--- src/rtl/icache_refill_ctrl_pkg.sv ---
// icache_refill_ctrl_pkg: refill state encoding and line geometry shared by cache, fetch and refill logic
package icache_refill_ctrl_pkg;

    typedef enum logic [1:0] {
        ST_IDLE,
        ST_FETCH,
        ST_FILL,
        ST_HOLD
    } refill_state_e;

    localparam int LINE_BYTES  = 16;
    localparam int WORD_BYTES  = 4;
    localparam int OFFSET_BITS = 4;

endpackage

--- src/rtl/icache_refill_ctrl_if.sv ---
// icache_refill_ctrl_if: fetch miss, instruction-memory and cache-line signals of the refill controller
interface icache_refill_ctrl_if #(
    parameter int ADDR_W     = 64,
    parameter int WORD_W     = 32,
    parameter int LINE_WORDS = 4
);
    logic                         miss;
    logic [ADDR_W-1:0]            miss_addr;
    logic                         busy;
    logic                         mem_req;
    logic [ADDR_W-1:0]            mem_addr;
    logic                         mem_ready;
    logic [WORD_W-1:0]            mem_rdata;
    logic [LINE_WORDS*WORD_W-1:0] data_line;
    logic [ADDR_W-1:0]            line_addr;
    logic                         line_valid;

    modport master (
        input  miss, miss_addr, mem_ready, mem_rdata,
        output busy, mem_req, mem_addr, data_line, line_addr, line_valid
    );

    modport slave (
        output miss, miss_addr, mem_ready, mem_rdata,
        input  busy, mem_req, mem_addr, data_line, line_addr, line_valid
    );
endinterface

--- src/rtl/icache_refill_ctrl_line_buf.sv ---
// refill_line_buf: shadow line collecting memory beats one word at a time before the line is published
module refill_line_buf #(
    parameter int WORDS  = 4,
    parameter int WORD_W = 32,
    parameter int IDX_W  = $clog2(WORDS)
) (
    input  logic                    clock,
    input  logic                    reset,
    input  logic                    we,
    input  logic [IDX_W-1:0]        idx,
    input  logic [WORD_W-1:0]       wdata,
    output logic [WORDS*WORD_W-1:0] line
);
    logic [WORDS*WORD_W-1:0] line_q, line_d;

    // Overwrite only the addressed word; the rest of the line keeps its value
    always_comb begin
        line_d = line_q;
        if (we)
            line_d[int'(idx)*WORD_W +: WORD_W] = wdata;
    end

    // Shadow storage, cleared on reset so an aborted refill leaves nothing behind
    always_ff @(posedge clock) begin
        if (reset)
            line_q <= '0;
        else
            line_q <= line_d;
    end

    assign line = line_q;
endmodule

--- src/rtl/icache_refill_ctrl.sv ---
// icache_refill_ctrl: on an I-cache miss fetches the 4-word line in order and presents it to the cache
module icache_refill_ctrl
    import icache_refill_ctrl_pkg::*;
#(
    parameter int ADDR_W     = 64,
    parameter int WORD_W     = 32,
    parameter int LINE_WORDS = 4
) (
    input logic                 clock,
    input logic                 reset,
    icache_refill_ctrl_if.master bus
);
    localparam int CNT_W  = $clog2(LINE_WORDS);
    localparam int LINE_W = LINE_WORDS * WORD_W;
    localparam logic [CNT_W-1:0] LAST = CNT_W'(LINE_WORDS - 1);

    refill_state_e     state_q, state_d;
    logic [CNT_W-1:0]  cnt_q, cnt_d;
    logic              mem_req_q, mem_req_d;
    logic [ADDR_W-1:0] mem_addr_q, mem_addr_d;
    logic [ADDR_W-1:0] line_addr_q, line_addr_d;
    logic [LINE_W-1:0] data_line_q, data_line_d;
    logic              line_valid_q, line_valid_d;
    logic              busy_q, busy_d;
    logic              beat;
    logic [LINE_W-1:0] shadow;

    assign beat = (state_q == ST_FETCH) && mem_req_q && bus.mem_ready;

    refill_line_buf #(
        .WORDS (LINE_WORDS),
        .WORD_W(WORD_W)
    ) u_line_buf (
        .clock(clock),
        .reset(reset),
        .we   (beat),
        .idx  (cnt_q),
        .wdata(bus.mem_rdata),
        .line (shadow)
    );

    // Next-state and next-output logic; every output is registered, so each state's action shows a cycle later
    always_comb begin
        state_d      = state_q;
        cnt_d        = cnt_q;
        mem_req_d    = mem_req_q;
        mem_addr_d   = mem_addr_q;
        line_addr_d  = line_addr_q;
        data_line_d  = data_line_q;
        line_valid_d = 1'b0;
        case (state_q)
            ST_IDLE: begin
                if (bus.miss) begin
                    line_addr_d = {bus.miss_addr[ADDR_W-1:OFFSET_BITS], {OFFSET_BITS{1'b0}}};
                    mem_addr_d  = {bus.miss_addr[ADDR_W-1:OFFSET_BITS], {OFFSET_BITS{1'b0}}};
                    cnt_d       = '0;
                    mem_req_d   = 1'b1;
                    state_d     = ST_FETCH;
                end
            end
            ST_FETCH: begin
                if (beat) begin
                    cnt_d = cnt_q + 1'b1;
                    if (cnt_q == LAST) begin
                        mem_req_d = 1'b0;
                        state_d   = ST_FILL;
                    end else begin
                        mem_addr_d = mem_addr_q + ADDR_W'(WORD_BYTES);
                    end
                end
            end
            ST_FILL: begin
                data_line_d  = shadow;
                line_valid_d = 1'b1;
                state_d      = ST_HOLD;
            end
            ST_HOLD: state_d = ST_IDLE;
        endcase
        // Stall covers the accepting cycle and the cycle after HOLD, when the cache re-looks-up
        busy_d = (state_d != ST_IDLE) || (state_q != ST_IDLE);
    end

    // State and output registers; reset abandons any refill in flight
    always_ff @(posedge clock) begin
        if (reset) begin
            state_q      <= ST_IDLE;
            cnt_q        <= '0;
            mem_req_q    <= 1'b0;
            mem_addr_q   <= '0;
            line_addr_q  <= '0;
            data_line_q  <= '0;
            line_valid_q <= 1'b0;
            busy_q       <= 1'b0;
        end else begin
            state_q      <= state_d;
            cnt_q        <= cnt_d;
            mem_req_q    <= mem_req_d;
            mem_addr_q   <= mem_addr_d;
            line_addr_q  <= line_addr_d;
            data_line_q  <= data_line_d;
            line_valid_q <= line_valid_d;
            busy_q       <= busy_d;
        end
    end

    assign bus.mem_req    = mem_req_q;
    assign bus.mem_addr   = mem_addr_q;
    assign bus.line_addr  = line_addr_q;
    assign bus.data_line  = data_line_q;
    assign bus.line_valid = line_valid_q;
    assign bus.busy       = busy_q;
endmodule

--- src/flat_wrapper.sv ---
// flat-port wrapper written by rule: the top's interface ports become plain ports
module icache_refill_ctrl_flat import icache_refill_ctrl_pkg::*;
#(
    parameter int ADDR_W     = 64,
    parameter int WORD_W     = 32,
    parameter int LINE_WORDS = 4
)
  (clock, reset, bus_miss, bus_miss_addr, bus_mem_ready, bus_mem_rdata, bus_busy, bus_mem_req, bus_mem_addr, bus_data_line, bus_line_addr, bus_line_valid);
  icache_refill_ctrl_if #(.ADDR_W(ADDR_W), .WORD_W(WORD_W), .LINE_WORDS(LINE_WORDS)) bus_i ();
  input logic clock;
  input logic reset;
  input wire logic [$bits(bus_i.miss)-1:0] bus_miss;
  input wire logic [$bits(bus_i.miss_addr)-1:0] bus_miss_addr;
  input wire logic [$bits(bus_i.mem_ready)-1:0] bus_mem_ready;
  input wire logic [$bits(bus_i.mem_rdata)-1:0] bus_mem_rdata;
  output wire logic [$bits(bus_i.busy)-1:0] bus_busy;
  output wire logic [$bits(bus_i.mem_req)-1:0] bus_mem_req;
  output wire logic [$bits(bus_i.mem_addr)-1:0] bus_mem_addr;
  output wire logic [$bits(bus_i.data_line)-1:0] bus_data_line;
  output wire logic [$bits(bus_i.line_addr)-1:0] bus_line_addr;
  output wire logic [$bits(bus_i.line_valid)-1:0] bus_line_valid;
  assign bus_i.miss = bus_miss;
  assign bus_i.miss_addr = bus_miss_addr;
  assign bus_i.mem_ready = bus_mem_ready;
  assign bus_i.mem_rdata = bus_mem_rdata;
  assign bus_busy = bus_i.busy;
  assign bus_mem_req = bus_i.mem_req;
  assign bus_mem_addr = bus_i.mem_addr;
  assign bus_data_line = bus_i.data_line;
  assign bus_line_addr = bus_i.line_addr;
  assign bus_line_valid = bus_i.line_valid;
  icache_refill_ctrl #(.ADDR_W(ADDR_W), .WORD_W(WORD_W), .LINE_WORDS(LINE_WORDS)) u_core (.clock(clock), .reset(reset), .bus(bus_i));
endmodule
--- config.mk ---
export PLATFORM = sky130hd
export DESIGN_NAME = icache_refill_ctrl_flat
export DESIGN_NICKNAME = d
export VERILOG_FILES = /design/src/rtl/icache_refill_ctrl_pkg.sv /design/src/rtl/icache_refill_ctrl_if.sv /design/src/rtl/icache_refill_ctrl_line_buf.sv /design/src/rtl/icache_refill_ctrl.sv /design/src/flat_wrapper.sv
export SDC_FILE = /design/constraint.sdc
export NUM_CORES = 1
export LEC_CHECK = 0
export CAP_MARGIN = 30
export CORE_MARGIN = 2
export CORE_UTILIZATION = 47
export CTS_BUF_LIST = sky130_fd_sc_hd__clkbuf_8
export DETAILED_ROUTE_END_ITERATION = 10
export GPL_TIMING_DRIVEN = 0
export PLACE_DENSITY_LB_ADDON = 0.15
export SYNTH_ARGS = -nofsm -noshare
export SYNTH_HDL_FRONTEND = slang
export SYNTH_SLANG_ARGS = --single-unit
--- constraint.sdc ---
create_clock -name clock -period 2.62 [get_ports clock]
set_clock_uncertainty 0.15 [all_clocks]
set_input_delay 0.393 -clock clock [delete_from_list [all_inputs] [get_ports clock]]
set_output_delay 0.393 -clock clock [all_outputs]
set_load 0.02 [all_outputs]
==> summary.md <==
| Metric | Value |
|---|---|
| Setup ws final | -0.108 ns |
| Top cells by area, synth | dfxtp_1 51%, nand2_1 14%, a21oi_1 10% |
| # Max-Cap Violations | 0 |
| Status | finished with violations |
| Worst-margin pin slew | 0.944 ns |
| Worst setup EP type | flip-flop |
| Die area | 33600 um2 |
| Flops & latches, synth | 385 |
| I/O pins | 359 |
| R2r startpoint | u_core.bus.mem_addr[5] |
| Htree depth | 3 |
| Worst EP required | 2.98 ns |
| Seq/Total Area, Yosys | 51.0% |
| CP peak stage delay | 0.55 ns |
| Hold Path Stages | 3 |
| Filler cells | 2750 |
| Hold Violations, Final | 0 |
| Most common cell on crit path | or4_4 |
| Total power per unit cell area | 605 nW/um2 |
| Number of buffers created by CTS | 66 |
| Leading area contributor after synthesis | dfxtp_1 |
| Synth Cell Area | 15100 um2 |
| First-pass GRT wire length | 87.1 mm |
| Clock Pin Slew Worst Setup and Hold Paths | 0.06 ns |
| Initial antenna violation count | 2 |
| Top FF cell, synth | dfxtp_1 |
| Post-Layout Cell Count | 2824 |
| Core area | 31600 um2 |
| Power Total | 12.7 mW |
| Final Setup Violations | 6 |
| Max Root-Sink Buffers | 3 |
| Vias in the first global route | 15400 |
| Unrepaired setup endpoints after global routing | yes |
| GRT Residual Overflow | 0 |
| Hold Crit Start | bus_miss_addr[54] |
| Synth Area per Inst | 7.82 um2 |
| Final Max Tran Viols | 0 |
| Detailed-router iteration count before antenna repair | 5 |
| Root Driver | clkbuf_8 |
| Setup crit start kind | flip-flop |
| Num Clock Sinks | 385 |
| CTS tree | done |
| FP Rows | 65 |
| DPL Wire Length | 42.2 mm |
| Avg Vias per Cell | 5.69 |
| Synth-to-Final Area Change | 38.5% |
| Port Buffers | 348 |
| Dpl cells | 2689 |
| CP delay by family, top | simple AND/OR/NAND/NOR gates |
| Synth top area share | 51.0% |
| Cell leakage power | 7.16 nW |
| Vias | 16100 |
| Placed Area | 19200 um2 |
| R2r endpoint | u_core.bus.mem_addr[63] |
| Post-synth ARST share | 0% |
| Post-synth EDFFs | 0 |
| Peak VDD IR | 0.000427 V |
| Crit path DAT | 3.09 ns |
| Worst Path Max Fanout | 6 |
| GPL Wtd Cong | 0.964 |
| Total GRT Usage | 33.5% |
| Crit-path cells | nand2_4 -> or4_4 -> buf_8 -> or4_4 -> or3_4 -> or4_1 -> nand3_1 |
| Dpl ws | -1.20 ns |
| Slew HR | 37.1% |
| F_max | 0.367 GHz |
| Share of cells above drive strength 1 | 8.93% |
| Min-delay worst type | in2reg |
| Worst Hold End | u_core.bus.line_addr[54] |
| Total Wirelength | 58.0 mm |
| Critical path class | reg2reg |
| R2R cell count | 7 |
| Worst hold slack | 0.231 ns |
| Clk Latency, worst-skew pair | 0.59 ns |
| Crit path time final | 2.73 ns |
| Final ANT Viol Nets | 0 |
| Failing checks | setup timing |
| Mapped Cells | 1933 |
| Worst-path cell with the longest stage delay | or4_4 |
| Die Height | 183 um |
| Net count, final | 2481 |
| DRC | 0 |
| Cell area after layout | 20900 um2 |
| WP buf/inv | 1 |
| Syn. warnings | 0 |
| Yosys cell types | 51 |
| Initial DRC count | 1424 |
| Register-to-register setup slack | -0.11 ns |
| Largest net degree at the start of global routing | 12 |
| Final period util | 104% |
| Initial Util | 47.8% |
| Die Width | 183 um |
| DR WL/cell | 20.6 um |
## metrics by stage
stage | setup TNS, ns | utilization [%]
after floorplan | -0.0430 | -
after global placement | -154.06 | 60.6
after detailed placement | -140.11 | 60.7
after CTS | -0.333 | 65.5
after global routing | -0.586 | 66.2
final | -0.244 | 66.2
## routing by layer
metal  track usage, %  wire (um)
met2             55.2      27000
met5                0          0
met3             7.76       5030
met1             41.0      23300
met4             16.8       2700
## Yosys cell counts, drive strengths merged, types with 5 or more instances
cell type,instances
a211oi,11
nand2,548
o22ai,12
nor2,78
or4,12
o31ai,8
o21ai,37
a41oi,5
a21oi,317
clkbuf,143
nand4,31
and2,8
nor3,10
and3,12
buf,13
a22o,35
nand3,136
mux2i,7
a21o,7
a22oi,20
dfxtp,385
or3,8
inv,10
nor4,17
a31oi,15
ha,5
and4,6
nand2b,5
## final cells by class
| type | instances | area (um2) | area share (%) |
|---|---|---|---|
| Inverter | 10 | 37.5 | 0.179 |
| Timing Repair Buffer | 376 | 3700 | 17.7 |
| Clock inverter | 35 | 180 | 0.860 |
| Multi-Input combinational cell | 1387 | 7060 | 33.7 |
| Sequential cell | 385 | 7760 | 37.0 |
| Clock buffer | 76 | 1050 | 4.99 |
| Buffer | 150 | 657 | 3.14 |
| Antenna cell | 3 | 7.51 | 0.0358 |
| Tap cell | 402 | 503 | 2.40 |
## logic make-up after synthesis
family / count (synthesis) / synth area share [%]
simple gates: 883 / 25.3
compound gates: 484 / 18.4
flops: 385 / 51.0
buf+inv: 166 / 4.28
mux: 9 / 0.612
fa+ha+maj: 5 / 0.414
other cells: 1 / 0.0248
## cells in the final DEF, fill, tap and decap left out, types with 6 or more instances in the layout
| cell | netlist | final |
|---|---|---|
| a22o_1 | 35 | 35 |
| mux2i_1 | 7 | 7 |
| and3_1 | 12 | 10 |
| a21o_1 | 7 | 7 |
| clkbuf_8 | 0 | 76 |
| conb_1 | 1 | 6 |
| nand4_1 | 31 | 31 |
| dfxtp_4 | 0 | 10 |
| clkbuf_1 | 142 | 101 |
| buf_1 | 7 | 6 |
| clkdlybuf4s50_1 | 0 | 348 |
| a31oi_1 | 15 | 15 |
| a211oi_1 | 11 | 11 |
| nor4_1 | 17 | 8 |
| dfxtp_2 | 0 | 13 |
| nor3_1 | 10 | 9 |
| nand2_1 | 547 | 544 |
| dfxtp_1 | 385 | 362 |
| nor2_1 | 78 | 77 |
| clkbuf_2 | 1 | 27 |
| nand3_1 | 136 | 132 |
| and2_1 | 8 | 8 |
| o21ai_0 | 37 | 37 |
| or4_1 | 11 | 7 |
| a21oi_1 | 317 | 316 |
| o22ai_1 | 12 | 12 |
| inv_1 | 10 | 38 |
| buf_4 | 6 | 38 |
| o31ai_1 | 8 | 8 |
| a22oi_1 | 20 | 20 |
| or3_1 | 8 | 6 |
## power by group
part / total [mW] / internal, mW / leakage (nW) / switching (mW)
combinational: 1.39 / 0.543 / 3.30 / 0.848
clock: 5.10 / 2.66 / 0.733 / 2.44
sequential: 6.18 / 6.00 / 3.13 / 0.186
total: 12.7 / 9.20 / 7.16 / 3.48
## what timing repair did
action / CTS / global route
endpoints found under the setup margin: 162 / 200
gates resized for setup: 60 / 67
pin swaps: 6 / 16
cloned: 0 / 0
setup buffers: 12 / 15
hold buffers: 0 / 0
## worst min-delay path: stages
cell             delay [ns]
clkdlybuf4s50_1        0.42
nand2_1                0.06
a21oi_1                0.05
## worst max path at each step
stage | start | endpoint | slack [ns] | depth (start not counted)
finish | u_core.bus.mem_addr[5] | u_core.bus.mem_addr[63] | -0.11 | 7
global placement | bus_mem_ready | u_core.bus.line_addr[46] | -1.19 | 9
global route | u_core.bus.mem_addr[5] | u_core.bus.mem_addr[63] | -0.16 | 7
floorplan | u_core.bus.mem_addr[5] | u_core.bus.mem_addr[63] | -0.04 | 7
detailed placement | bus_mem_ready | u_core.bus.line_addr[58] | -1.20 | 9
CTS | u_core.bus.mem_addr[9] | u_core.bus.mem_addr[63] | -0.18 | 7
## sequential cells by signal, summed over array words and instances, names as in the netlist
name	flops
u_core.bus.mem_addr	62
u_core.bus.line_valid	1
u_core.bus.data_line	128
u_core.bus.mem_req	1
u_core.cnt_q	2
u_core.bus.line_addr	60
u_core.u_line_buf.line	128
u_core.state_q	2
u_core.bus.busy	1
No activity file was read; power rests on OpenSTA's default activity.
